--- config.mk ---
export PLATFORM = sky130hd
export DESIGN_NAME = wii_classic_poller_flat
export DESIGN_NICKNAME = d
export VERILOG_FILES = /design/src/rtl/wii_classic_poller_if.sv /design/src/rtl/wii_classic_poller.sv /design/src/flat_wrapper.sv
export SDC_FILE = /design/constraint.sdc
export NUM_CORES = 1
export LEC_CHECK = 0
export CAP_MARGIN = 20
export CORE_MARGIN = 5
export CORE_UTILIZATION = 53
export DETAILED_ROUTE_END_ITERATION = 7
export GPL_ROUTABILITY_DRIVEN = 1
export MAX_ROUTING_LAYER = met4
export PLACE_DENSITY = 0.76
export SYNTH_ARGS = -nofsm -noshare
export SYNTH_HDL_FRONTEND = slang
export SYNTH_SLANG_ARGS = --single-unit
--- constraint.sdc ---
create_clock -name clk -period 3.2 [get_ports clk]
set_clock_uncertainty 0.05 [all_clocks]
set_input_delay 0.64 -clock clk [delete_from_list [all_inputs] [get_ports clk]]
set_output_delay 0.64 -clock clk [all_outputs]
set_load 0.05 [all_outputs]
--- src/rtl/wii_classic_poller_if.sv ---
// Wishbone link between the Wii extension poller (master) and the I2C master core (slave).
interface wii_classic_poller_if;
    logic [2:0] wb_adr_o;
    logic [7:0] wb_dat_o;
    logic       wb_we_o;
    logic       wb_stb_o;
    logic       wb_cyc_o;
    logic [7:0] wb_dat_i;
    logic       wb_ack_i;

    modport master (
        output wb_adr_o, wb_dat_o, wb_we_o, wb_stb_o, wb_cyc_o,
        input  wb_dat_i, wb_ack_i
    );

    modport slave (
        input  wb_adr_o, wb_dat_o, wb_we_o, wb_stb_o, wb_cyc_o,
        output wb_dat_i, wb_ack_i
    );
endinterface

--- src/rtl/wii_classic_poller.sv ---
// Drives the I2C master core to initialise a Wii Classic Controller at 0x52,
// polls its 6-byte report each tick and decodes it into active-high buttons
// and MSB-aligned analog values.
//
// state       | meaning
// S_CFG       | program prescaler and enable the core
// S_EXT_INIT  | two unencrypted-mode init transactions (F0=55, FB=00)
// S_WAIT_TICK | idle until a (possibly latched) poll tick
// S_PTR       | write register pointer 0x00
// S_GAP       | let the extension prepare its report
// S_READ      | address for read, then six data bytes
// S_DECODE    | sample published, clear retry count
// S_ABORT     | issue STOP, count the failure, maybe disconnect
module wii_classic_poller #(
    parameter int CLK_HZ      = 50_000_000,
    parameter int I2C_HZ      = 100_000,
    parameter int POLL_CYCLES = 833_333,
    parameter int GAP_CYCLES  = 10_000,
    parameter int MAX_RETRY   = 3,
    parameter int STICK_W     = 8
) (
    input  logic                 clk,
    input  logic                 reset,
    wii_classic_poller_if.master bus,
    output logic [3:0]           udlr_dpad,
    output logic [3:0]           abxy_btns,
    output logic [1:0]           lr_z_btns,
    output logic [1:0]           lr_trig_dig,
    output logic [2:0]           st_sel_hm_btns,
    output logic [STICK_W-1:0]   l_trig,
    output logic [STICK_W-1:0]   r_trig,
    output logic [STICK_W-1:0]   l_stick_x,
    output logic [STICK_W-1:0]   l_stick_y,
    output logic [STICK_W-1:0]   r_stick_x,
    output logic [STICK_W-1:0]   r_stick_y,
    output logic                 connected,
    output logic                 sample_valid
);
    localparam logic [15:0] PRESCALE = 16'(CLK_HZ / (5 * I2C_HZ) - 1);
    localparam int TICK_W  = $clog2(POLL_CYCLES + 1);
    localparam int GAP_W   = $clog2(GAP_CYCLES + 1);
    localparam int RETRY_W = $clog2(MAX_RETRY + 2);

    localparam logic [2:0] A_TXR = 3'd3;
    localparam logic [2:0] A_CR  = 3'd4;
    localparam logic [7:0] CTR_EN = 8'h80;
    localparam logic [7:0] CR_STO = 8'h40;
    localparam int SR_RXACK = 7;
    localparam int SR_AL    = 5;
    localparam int SR_TIP   = 1;

    typedef enum logic [2:0] {
        S_CFG, S_EXT_INIT, S_WAIT_TICK, S_PTR, S_GAP, S_READ, S_DECODE, S_ABORT
    } state_t;

    typedef enum logic [1:0] {ST_TXR, ST_CR, ST_SR, ST_RXR} step_t;

    typedef struct packed {
        logic       rd;
        logic       last;
        logic [7:0] txr;
        logic [7:0] cr;
    } desc_t;

    state_t             state, resume, fail_state;
    step_t              step;
    logic [2:0]         bidx;
    logic               txn;
    logic [1:0]         cfg_idx;
    logic [RETRY_W-1:0] retry_cnt;
    logic [TICK_W-1:0]  tick_cnt;
    logic               tick_pend;
    logic [GAP_W-1:0]   gap_cnt;
    logic [7:0]         rx_byte [0:4];

    desc_t              cur;
    logic [2:0]         iss_adr;
    logic [7:0]         iss_dat;
    logic               iss_we;
    logic               byte_done;
    logic               tick;

    logic [3:0]         dec_udlr, dec_abxy;
    logic [1:0]         dec_lrz, dec_lrt;
    logic [2:0]         dec_ssh;
    logic [STICK_W-1:0] dec_lt, dec_rt, dec_lx, dec_ly, dec_rx, dec_ry;

    // Byte sequence of each transaction: TXR value, CR command, read/last flags.
    function automatic desc_t step_desc(input state_t s, input logic t, input logic [2:0] i);
        desc_t d;
        d = '{rd: 1'b0, last: 1'b0, txr: 8'h00, cr: 8'h10};
        case (s)
            S_EXT_INIT: begin
                if (i == 3'd0) begin
                    d.txr = 8'hA4; d.cr = 8'h90;
                end else if (i == 3'd1) begin
                    d.txr = t ? 8'hFB : 8'hF0;
                end else begin
                    d.txr = t ? 8'h00 : 8'h55; d.cr = 8'h50; d.last = 1'b1;
                end
            end
            S_PTR: begin
                if (i == 3'd0) begin
                    d.txr = 8'hA4; d.cr = 8'h90;
                end else begin
                    d.cr = 8'h50; d.last = 1'b1;
                end
            end
            S_READ: begin
                if (i == 3'd0) begin
                    d.txr = 8'hA5; d.cr = 8'h90;
                end else if (i == 3'd6) begin
                    d.rd = 1'b1; d.cr = 8'h68; d.last = 1'b1;
                end else begin
                    d.rd = 1'b1; d.cr = 8'h20;
                end
            end
            default: ;
        endcase
        return d;
    endfunction

    function automatic logic [STICK_W-1:0] align5(input logic [4:0] f);
        logic [STICK_W-1:0] r;
        r = '0;
        r[STICK_W-1 -: 5] = f;
        return r;
    endfunction

    function automatic logic [STICK_W-1:0] align6(input logic [5:0] f);
        logic [STICK_W-1:0] r;
        r = '0;
        r[STICK_W-1 -: 6] = f;
        return r;
    endfunction

    // Next Wishbone access for the current step, and byte-completion detect.
    always_comb begin
        cur     = step_desc(state, txn, bidx);
        tick    = (tick_cnt == '0);
        iss_adr = A_CR;
        iss_dat = 8'h00;
        iss_we  = 1'b0;
        if (state == S_CFG) begin
            iss_we  = 1'b1;
            iss_adr = {1'b0, cfg_idx};
            iss_dat = (cfg_idx == 2'd0) ? PRESCALE[7:0] :
                      (cfg_idx == 2'd1) ? PRESCALE[15:8] : CTR_EN;
        end else if (state == S_ABORT) begin
            iss_we  = (step == ST_CR);
            iss_dat = (step == ST_CR) ? CR_STO : 8'h00;
        end else begin
            case (step)
                ST_TXR: begin iss_we = 1'b1; iss_adr = A_TXR; iss_dat = cur.txr; end
                ST_CR:  begin iss_we = 1'b1; iss_dat = cur.cr; end
                ST_SR:  iss_adr = A_CR;
                ST_RXR: iss_adr = A_TXR;
                default: ;
            endcase
        end
        byte_done = bus.wb_cyc_o && bus.wb_ack_i &&
                    (state inside {S_EXT_INIT, S_PTR, S_READ}) &&
                    ((step == ST_SR && !bus.wb_dat_i[SR_TIP] && !cur.rd &&
                      !bus.wb_dat_i[SR_RXACK] && !bus.wb_dat_i[SR_AL]) ||
                     step == ST_RXR);
    end

    // Report decode; byte 5 comes straight off the bus so outputs land the cycle after its ack.
    always_comb begin
        dec_lx   = align6(rx_byte[0][5:0]);
        dec_ly   = align6(rx_byte[1][5:0]);
        dec_rx   = align5({rx_byte[0][7:6], rx_byte[1][7:6], rx_byte[2][7]});
        dec_ry   = align5(rx_byte[2][4:0]);
        dec_lt   = align5({rx_byte[2][6:5], rx_byte[3][7:5]});
        dec_rt   = align5(rx_byte[3][4:0]);
        dec_udlr = ~{bus.wb_dat_i[0], rx_byte[4][6], bus.wb_dat_i[1], rx_byte[4][7]};
        dec_abxy = ~{bus.wb_dat_i[4], bus.wb_dat_i[6], bus.wb_dat_i[3], bus.wb_dat_i[5]};
        dec_lrz  = ~{bus.wb_dat_i[7], bus.wb_dat_i[2]};
        dec_lrt  = ~{rx_byte[4][5], rx_byte[4][1]};
        dec_ssh  = ~{rx_byte[4][2], rx_byte[4][4], rx_byte[4][3]};
    end

    // Sequencer, Wishbone master, poll timer and output registers.
    always_ff @(posedge clk or negedge reset) begin
        if (!reset) begin
            state <= S_CFG; resume <= S_PTR; fail_state <= S_PTR; step <= ST_TXR;
            bidx <= '0; txn <= 1'b0; cfg_idx <= '0; retry_cnt <= '0;
            tick_cnt <= '0; tick_pend <= 1'b0; gap_cnt <= '0;
            for (int i = 0; i < 5; i++) rx_byte[i] <= '0;
            bus.wb_adr_o <= '0; bus.wb_dat_o <= '0; bus.wb_we_o <= 1'b0;
            bus.wb_stb_o <= 1'b0; bus.wb_cyc_o <= 1'b0;
            udlr_dpad <= '0; abxy_btns <= '0; lr_z_btns <= '0; lr_trig_dig <= '0;
            st_sel_hm_btns <= '0; l_trig <= '0; r_trig <= '0; l_stick_x <= '0;
            l_stick_y <= '0; r_stick_x <= '0; r_stick_y <= '0;
            connected <= 1'b0; sample_valid <= 1'b0;
        end else begin
            sample_valid <= 1'b0;
            if (tick) begin
                tick_cnt  <= TICK_W'(POLL_CYCLES - 1);
                tick_pend <= 1'b1;
            end else begin
                tick_cnt <= tick_cnt - 1'b1;
            end

            if (bus.wb_cyc_o) begin
                if (bus.wb_ack_i) begin
                    bus.wb_cyc_o <= 1'b0; bus.wb_stb_o <= 1'b0; bus.wb_we_o <= 1'b0;
                    bus.wb_adr_o <= '0;   bus.wb_dat_o <= '0;
                    case (state)
                        S_CFG: begin
                            if (cfg_idx == 2'd2) begin
                                state <= S_EXT_INIT; txn <= 1'b0; bidx <= '0; step <= ST_TXR;
                            end else begin
                                cfg_idx <= cfg_idx + 2'd1;
                            end
                        end
                        S_ABORT: begin
                            if (step == ST_CR) begin
                                step <= ST_SR;
                            end else if (!bus.wb_dat_i[SR_TIP]) begin
                                state <= S_WAIT_TICK;
                                if (retry_cnt >= RETRY_W'(MAX_RETRY)) begin
                                    retry_cnt <= '0; resume <= S_EXT_INIT; connected <= 1'b0;
                                    udlr_dpad <= '0; abxy_btns <= '0; lr_z_btns <= '0;
                                    lr_trig_dig <= '0; st_sel_hm_btns <= '0;
                                    l_trig <= '0; r_trig <= '0; l_stick_x <= '0;
                                    l_stick_y <= '0; r_stick_x <= '0; r_stick_y <= '0;
                                end else begin
                                    retry_cnt <= retry_cnt + 1'b1; resume <= fail_state;
                                end
                            end
                        end
                        default: begin
                            case (step)
                                ST_TXR: step <= ST_CR;
                                ST_CR:  step <= ST_SR;
                                ST_SR: begin
                                    if (!bus.wb_dat_i[SR_TIP]) begin
                                        if (!cur.rd && (bus.wb_dat_i[SR_RXACK] || bus.wb_dat_i[SR_AL])) begin
                                            fail_state <= state; state <= S_ABORT; step <= ST_CR;
                                        end else if (cur.rd) begin
                                            step <= ST_RXR;
                                        end
                                    end
                                end
                                default: begin
                                    if (bidx != 3'd6) rx_byte[bidx - 3'd1] <= bus.wb_dat_i;
                                end
                            endcase
                        end
                    endcase

                    if (byte_done) begin
                        if (!cur.last) begin
                            bidx <= bidx + 3'd1;
                            step <= (state == S_READ) ? ST_CR : ST_TXR;
                        end else begin
                            case (state)
                                S_EXT_INIT: begin
                                    if (!txn) begin
                                        txn <= 1'b1; bidx <= '0; step <= ST_TXR;
                                    end else begin
                                        connected <= 1'b1; retry_cnt <= '0;
                                        resume <= S_PTR; state <= S_WAIT_TICK;
                                    end
                                end
                                S_PTR: begin
                                    gap_cnt <= GAP_W'(GAP_CYCLES - 1); state <= S_GAP;
                                end
                                default: begin
                                    udlr_dpad <= dec_udlr; abxy_btns <= dec_abxy;
                                    lr_z_btns <= dec_lrz; lr_trig_dig <= dec_lrt;
                                    st_sel_hm_btns <= dec_ssh; l_trig <= dec_lt; r_trig <= dec_rt;
                                    l_stick_x <= dec_lx; l_stick_y <= dec_ly;
                                    r_stick_x <= dec_rx; r_stick_y <= dec_ry;
                                    sample_valid <= 1'b1; state <= S_DECODE;
                                end
                            endcase
                        end
                    end
                end
            end else begin
                case (state)
                    S_WAIT_TICK: begin
                        if (tick || tick_pend) begin
                            tick_pend <= 1'b0; state <= resume;
                            txn <= 1'b0; bidx <= '0; step <= ST_TXR;
                        end
                    end
                    S_GAP: begin
                        if (gap_cnt == '0) begin
                            state <= S_READ; bidx <= '0; step <= ST_TXR;
                        end else begin
                            gap_cnt <= gap_cnt - 1'b1;
                        end
                    end
                    S_DECODE: begin
                        retry_cnt <= '0; resume <= S_PTR; state <= S_WAIT_TICK;
                    end
                    default: begin
                        bus.wb_cyc_o <= 1'b1; bus.wb_stb_o <= 1'b1; bus.wb_we_o <= iss_we;
                        bus.wb_adr_o <= iss_adr; bus.wb_dat_o <= iss_dat;
                    end
                endcase
            end
        end
    end
endmodule
--- src/flat_wrapper.sv ---
// flat-port wrapper written by rule: the top's interface ports become plain ports
module wii_classic_poller_flat 
#(
    parameter int CLK_HZ      = 50_000_000,
    parameter int I2C_HZ      = 100_000,
    parameter int POLL_CYCLES = 833_333,
    parameter int GAP_CYCLES  = 10_000,
    parameter int MAX_RETRY   = 3,
    parameter int STICK_W     = 8
)
  (clk, reset, udlr_dpad, abxy_btns, lr_z_btns, lr_trig_dig, st_sel_hm_btns, l_trig, r_trig, l_stick_x, l_stick_y, r_stick_x, r_stick_y, connected, sample_valid, bus_wb_adr_o, bus_wb_dat_o, bus_wb_we_o, bus_wb_stb_o, bus_wb_cyc_o, bus_wb_dat_i, bus_wb_ack_i);
  wii_classic_poller_if bus_i ();
  input  logic clk;
  input  logic reset;
  output logic [3:0] udlr_dpad;
  output logic [3:0] abxy_btns;
  output logic [1:0] lr_z_btns;
  output logic [1:0] lr_trig_dig;
  output logic [2:0] st_sel_hm_btns;
  output logic [STICK_W-1:0] l_trig;
  output logic [STICK_W-1:0] r_trig;
  output logic [STICK_W-1:0] l_stick_x;
  output logic [STICK_W-1:0] l_stick_y;
  output logic [STICK_W-1:0] r_stick_x;
  output logic [STICK_W-1:0] r_stick_y;
  output logic connected;
  output logic sample_valid;
  output wire logic [$bits(bus_i.wb_adr_o)-1:0] bus_wb_adr_o;
  output wire logic [$bits(bus_i.wb_dat_o)-1:0] bus_wb_dat_o;
  output wire logic [$bits(bus_i.wb_we_o)-1:0] bus_wb_we_o;
  output wire logic [$bits(bus_i.wb_stb_o)-1:0] bus_wb_stb_o;
  output wire logic [$bits(bus_i.wb_cyc_o)-1:0] bus_wb_cyc_o;
  input wire logic [$bits(bus_i.wb_dat_i)-1:0] bus_wb_dat_i;
  input wire logic [$bits(bus_i.wb_ack_i)-1:0] bus_wb_ack_i;
  assign bus_wb_adr_o = bus_i.wb_adr_o;
  assign bus_wb_dat_o = bus_i.wb_dat_o;
  assign bus_wb_we_o = bus_i.wb_we_o;
  assign bus_wb_stb_o = bus_i.wb_stb_o;
  assign bus_wb_cyc_o = bus_i.wb_cyc_o;
  assign bus_i.wb_dat_i = bus_wb_dat_i;
  assign bus_i.wb_ack_i = bus_wb_ack_i;
  wii_classic_poller #(.CLK_HZ(CLK_HZ), .I2C_HZ(I2C_HZ), .POLL_CYCLES(POLL_CYCLES), .GAP_CYCLES(GAP_CYCLES), .MAX_RETRY(MAX_RETRY), .STICK_W(STICK_W)) u_core (.clk(clk), .reset(reset), .bus(bus_i), .udlr_dpad(udlr_dpad), .abxy_btns(abxy_btns), .lr_z_btns(lr_z_btns), .lr_trig_dig(lr_trig_dig), .st_sel_hm_btns(st_sel_hm_btns), .l_trig(l_trig), .r_trig(r_trig), .l_stick_x(l_stick_x), .l_stick_y(l_stick_y), .r_stick_x(r_stick_x), .r_stick_y(r_stick_y), .connected(connected), .sample_valid(sample_valid));
endmodule
==> results of run 1 <==
[layout make-up]
type | instances | area share, %
Tap cell | 184 | 2.401
Inverter | 23 | 0.9002
Sequential cell | 173 | 45.19
Multi-Input combinational cell | 525 | 34.82
Timing Repair Buffer | 109 | 11.13
Clock inverter | 11 | 0.9654
Clock buffer | 21 | 4.592
[through the flow]
step	util [%]	worst slack (ps)	cells
floorplan	-	648.4	763
global placement	62.08	384.0	1014
detailed placement	62.08	286.1	1014
CTS	65.74	444.6	1046
global route	65.74	337.6	1046
finish	65.74	447.9	1046
[kinds of logic (layout without fill, tap and decap cells)]
group / count (synthesis) / in the layout / share of synthesized area (%)
and+or+nand+nor: 314 / 314 / 20.04
DFF: 173 / 173 / 54.66
AOI/OAI and AO/OA: 117 / 117 / 9.248
buffers and inverters: 65 / 164 / 3.314
muxes: 46 / 46 / 6.486
xor gates and xnor gates: 28 / 28 / 3.093
adders and majority gates: 20 / 20 / 3.156
[cell usage in the layout (no fill, tap or decap), types with 17 or more instances in the layout]
master and count:
a21oi_1 29, and3_1 18, buf_4 18, clkbuf_16 17, clkdlybuf4s50_1 88, dfrtp_1 169, ha_1 20, inv_1 22
mux2_2 43, nand2_1 110, nand3_1 65, nor2_1 37, nor3_1 18, o21ai_0 43
[where the power goes]
group	internal, uW	total [uW]	switching, uW
sequential	2360	2580	213
clock	1070	1910	840
combinational	612	1690	1080
[sequential cells by signal, indices dropped and copies added, names as in the netlist, 6 cells and up]
| name | cells |
|---|---|
| u_core.tick_cnt | 20 |
| u_core.gap_cnt | 14 |
| u_core.bus.wb_dat_o | 8 |
| u_core.l_stick_x | 8 |
| u_core.l_stick_y | 8 |
| u_core.l_trig | 8 |
| u_core.r_stick_x | 8 |
| u_core.r_stick_y | 8 |
| u_core.r_trig | 8 |
| u_core.rx_byte | 7 |
| u_core.dec_lx | 6 |
| u_core.dec_ly | 6 |
[routing by layer]
layer	GRT usage, %	up-vias	routed length (um)
li1	-	2832	-
met1	30.36	3105	8582
met2	35.63	230	9387
met3	5.573	27	1170
met4	6.618	0	286
met5	-	-	0
[path summary, 6_finish.rpt]
kind	startpoint	to	slack, ps	cells past startpoint
min	reset	u_core.bus.wb_dat_o[7]	170	1
max	u_core.bus.wb_cyc_o	bus_wb_cyc_o	450	1
max reg2reg	u_core.bidx[1]	u_core.l_trig[4]	480	10
min in group clk	u_core.rx_byte[6]	u_core.udlr_dpad[2]	400	1
min reg2reg	u_core.rx_byte[6]	u_core.udlr_dpad[2]	400	1
max in group asynchronous	reset	u_core.r_stick_y[3]	2190	2
==> reports/qor.yml, run 1 <==
status: "completed"
start_util_pct: 54.35
port_buffers: 89
synth-async-reset-ratio_pct: 100.0
grt_usage_pct: 22.97
rsz0062_at_grt: "false"
power_leakage_uw: 0.004448
ys_warn_count: 0
nFillCells: 1103
insertion_delay_ps: 430
yosys.area.top_type: "dfrtp_1"
synth.ff_latch_count: 173
worstSetupPathType: "reg2out"
synthDominantCellAreaShare_pct: 53.34
synth_cells: 763
clkTransAtPathRegs_ps: 70
min_path_type: "in2async"
die_h_um: 132.3
grt_pass1_wl_mm: 31.68
hold_buffers: 0
ys_top_cells_by_area: "dfrtp_1 (53%), mux2_2 (6.1%), nand2_1 (5.3%), nand3_1 (4.2%), ha_1 (3.2%)"
cts-root-buf: "clkbuf_16"
synthTopCellsByCount: "dfrtp_1 (169), nand2_1 (111), nand3_1 (66)"
worst_ir_drop_vdd_mv: 0.5188
fin_crit_sh_pct: 86.00
die_w_um: 132.3
cts.sinks: 173
initialDrtViolationCount: 469
dpl_cell_area_um2: 9057
drive_above_1_share_pct: 13.46
syn_avg_cell_area_um2: 10.39
hold_viol_final: 0
syn_nets: 794
hpwl_mm: 13.28
relSlewSlack_pct: 54.10
setup_viol: 0
ys_seq_area_share_pct: 54.66
path_cells: "clkdlybuf4s50_1"
cts_resized: 0
cap_violations: 0
final_nets: 880
antennaDiodeCount: 0
ant_nets: 0
start_kind: "flip-flop"
cp_slowest_cell: "clkdlybuf4s50_1"
rows: 44
final_area_um2: 9590
synth.most_common_cell: "dfrtp_1"
crit_family: "buffers and inverters"
area_delta_synth_final_pct: 20.96
min_period_ps: 2752
cp_max_fo: 16
synth_edf_count: 0
crit_buf_inv: 1
h-tree-depth: 4
wl_per_cell_um: 18.57
grt_max_degree: 73
syn_area_um2: 7929
grt_pass1_vias: 6023
first_pass_iters: 5
drt_wl_total_mm: 19.43
fmax_ghz: 0.3634
avgViaCountPerCell: 5.922
cts_setup_buffers: 0
slowest_delay_ps: 920
drc: 0
core_um2: 14590
grt.overflow.total: 0
place_congestion: 0.9502
ios: 90
die_area_um2: 17510
yosysUniqueCellTypes: 72
crit_arrival_ps: 2060
required_ps: 2510
power_density_nw_per_um2: 643.6
multi_input_area_um2: 3339
num_vias: 6194
antenna_found_initial: 0
numCtsBuffers: 17
finalMaxSlewViolations: 0
synth_flop_cell: "dfrtp_1"
hold_ws_ps: 170.5
clockBufferDepth: 2
cts_tree: "done"
worstSetupEndpointType: "output pin"
power.total_uw: 6173
tightest_slew_ps: 688.6
fin_tns_setup_ps: 0
seq_area_um2: 4334
Note: power is estimated with default switching activity, not from simulation.
==> inputs of run 2 (changes only) <==
- CAP_MARGIN: 20 -> 15
- CORE_UTILIZATION: 53 -> 50
- PLACE_DENSITY: 0.76 -> 0.72
- SETUP_SLACK_MARGIN: default -> 0.3
==> reports/qor.yml, run 2 (synthesis gave the netlist of run 1 again) <==
power_density_nw_per_um2: 674.4
status: "completed"
cts.sinks: 173
cts_setup_buffers: 0
drc: 0
required_ps: 2510
crit_buf_inv: 1
worst_ir_drop_vdd_mv: 0.4682
die_area_um2: 18480
core_um2: 15710
cts_resized: 0
slowest_delay_ps: 910
finalMaxSlewViolations: 0
num_vias: 6091
hold_ws_ps: 160.2
largest_reg_flops: 20
hold_buffers: 0
grt_pass1_vias: 6219
ant_nets: 0
mostFrequentLayoutCells: "dfrtp_1 (169), nand2_1 (110), clkdlybuf4s50_1 (88), nand3_1 (65)"
power_frac_comb_pct: 25.5
area_delta_synth_final_pct: 23.59
power_leakage_uw: 0.004527
drt_wl_total_mm: 19.53
wl_per_cell_um: 18.06
min_period_ps: 2706
nFillCells: 1229
final_common_cell: "dfrtp_1"
crit_arrival_ps: 2020
port_buffers: 89
largest-register: "u_core.tick_cnt"
antenna_found_initial: 0
p_int_uw: 4445
fin_crit_sh_pct: 84.55
final_nets: 884
rsz0062_at_grt: "false"
insertion_delay_ps: 430
worstSetupPathType: "reg2out"
min_path_type: "in2async"
first_pass_iters: 5
grt_usage_pct: 22.40
place_congestion: 0.9432
multi_input_area_um2: 3347
setup_viol: 0
grt_pass1_wl_mm: 31.85
fmax_ghz: 0.3696
tightest_slew_ps: 649.0
ios: 90
rows: 46
fin_tns_setup_ps: 0
sequentialPowerShare_pct: 39.0
antennaDiodeCount: 0
switchingPower_uw: 2164
hold_viol_final: 0
drive_above_1_share_pct: 14.34
p_sw_share_pct: 32.74
clockBufferDepth: 2
grt.overflow.total: 0
hpwl_mm: 13.67
clkTransAtPathRegs_ps: 70
numCtsBuffers: 17
seq_area_um2: 4334
die_w_um: 135.9
path_cells: "clkdlybuf4s50_1"
cts-root-buf: "clkbuf_16"
worstSetupEndpointType: "output pin"
relSlewSlack_pct: 56.73
cap_violations: 0
cp_slowest_cell: "clkdlybuf4s50_1"
top_regs: "u_core.tick_cnt x20, u_core.gap_cnt x14"
avgViaCountPerCell: 5.635
cp_max_fo: 16
die_h_um: 135.9
initialDrtViolationCount: 570
start_util_pct: 50.46
p_clk_share_pct: 35.5
start_kind: "flip-flop"
cts_tree: "done"
h-tree-depth: 4
grt_max_degree: 70
crit_family: "buffers and inverters"
## run 2: cell types whose count changed in the layout (fill, tap and decap cells not counted), sizes merged
cell	delta
bufinv	+5
clkinv	-3
clkbuf	-3
inv	+1
clkinvlp	-1
buf	+4
## run 2: area by class of cell
type                       instances  share of cell area (%)
clock buffer                      18                   4.379
clock inverter                    13                   2.400
inverter                          23                  0.8810
multi-input combinational        525                   34.15
sequential                       173                   44.23
tap                              216                   2.758
timing repair buffer             113                   11.20
## run 2: stage by stage
step	utilization, %	cell area, um2	total power [uW]	setup WS, ps	std cells
6_report	62.37	9799	6609	494.4	1081
5_1_grt	62.37	9799	6915	344.4	1081
4_1_cts	62.32	9792	6634	407.2	1081
3_5_place_dp	58.09	9128	4286	354.8	1050
3_3_place_gp	58.09	9128	4256	418.4	1050
2_1_floorplan	-	7929	3706	648.4	763
## run 2: power by group through the flow
stage | Sequential [uW] | Clock (uW) | Combinational, uW
5_1_grt | 2600 | 2470 | 1840
3_3_place_gp | 2600 | 0 | 1660
3_5_place_dp | 2610 | 0 | 1680
4_1_cts | 2570 | 2380 | 1690
2_1_floorplan | 2730 | 0 | 974
6_report | 2580 | 2340 | 1690
## run 2: path summary, 6_finish.rpt
| kind | cells after the start | slack [ps] | from | endpoint |
|---|---|---|---|---|
| setup / recovery | 1 | 490 | u_core.bus.wb_cyc_o | bus_wb_cyc_o |
| hold / removal | 1 | 160 | reset | u_core.bus.wb_adr_o[0] |
| setup reg to reg | 6 | 530 | u_core.tick_cnt[14] | u_core.bidx[2] |
| hold reg to reg | 1 | 410 | u_core.rx_byte[2] | u_core.st_sel_hm_btns[2] |
| max in group asynchronous | 2 | 2170 | reset | u_core.rx_byte[7] |
| min in group clk | 1 | 410 | u_core.rx_byte[2] | u_core.st_sel_hm_btns[2] |
## run 2: per-layer routing
layer,vias up,wire length [um],global-route usage (%)
met4,0,406,7.559
met5,-,0,-
met3,36,932,3.886
li1,2844,-,-
met2,177,9555,36.06
met1,3034,8631,29.02
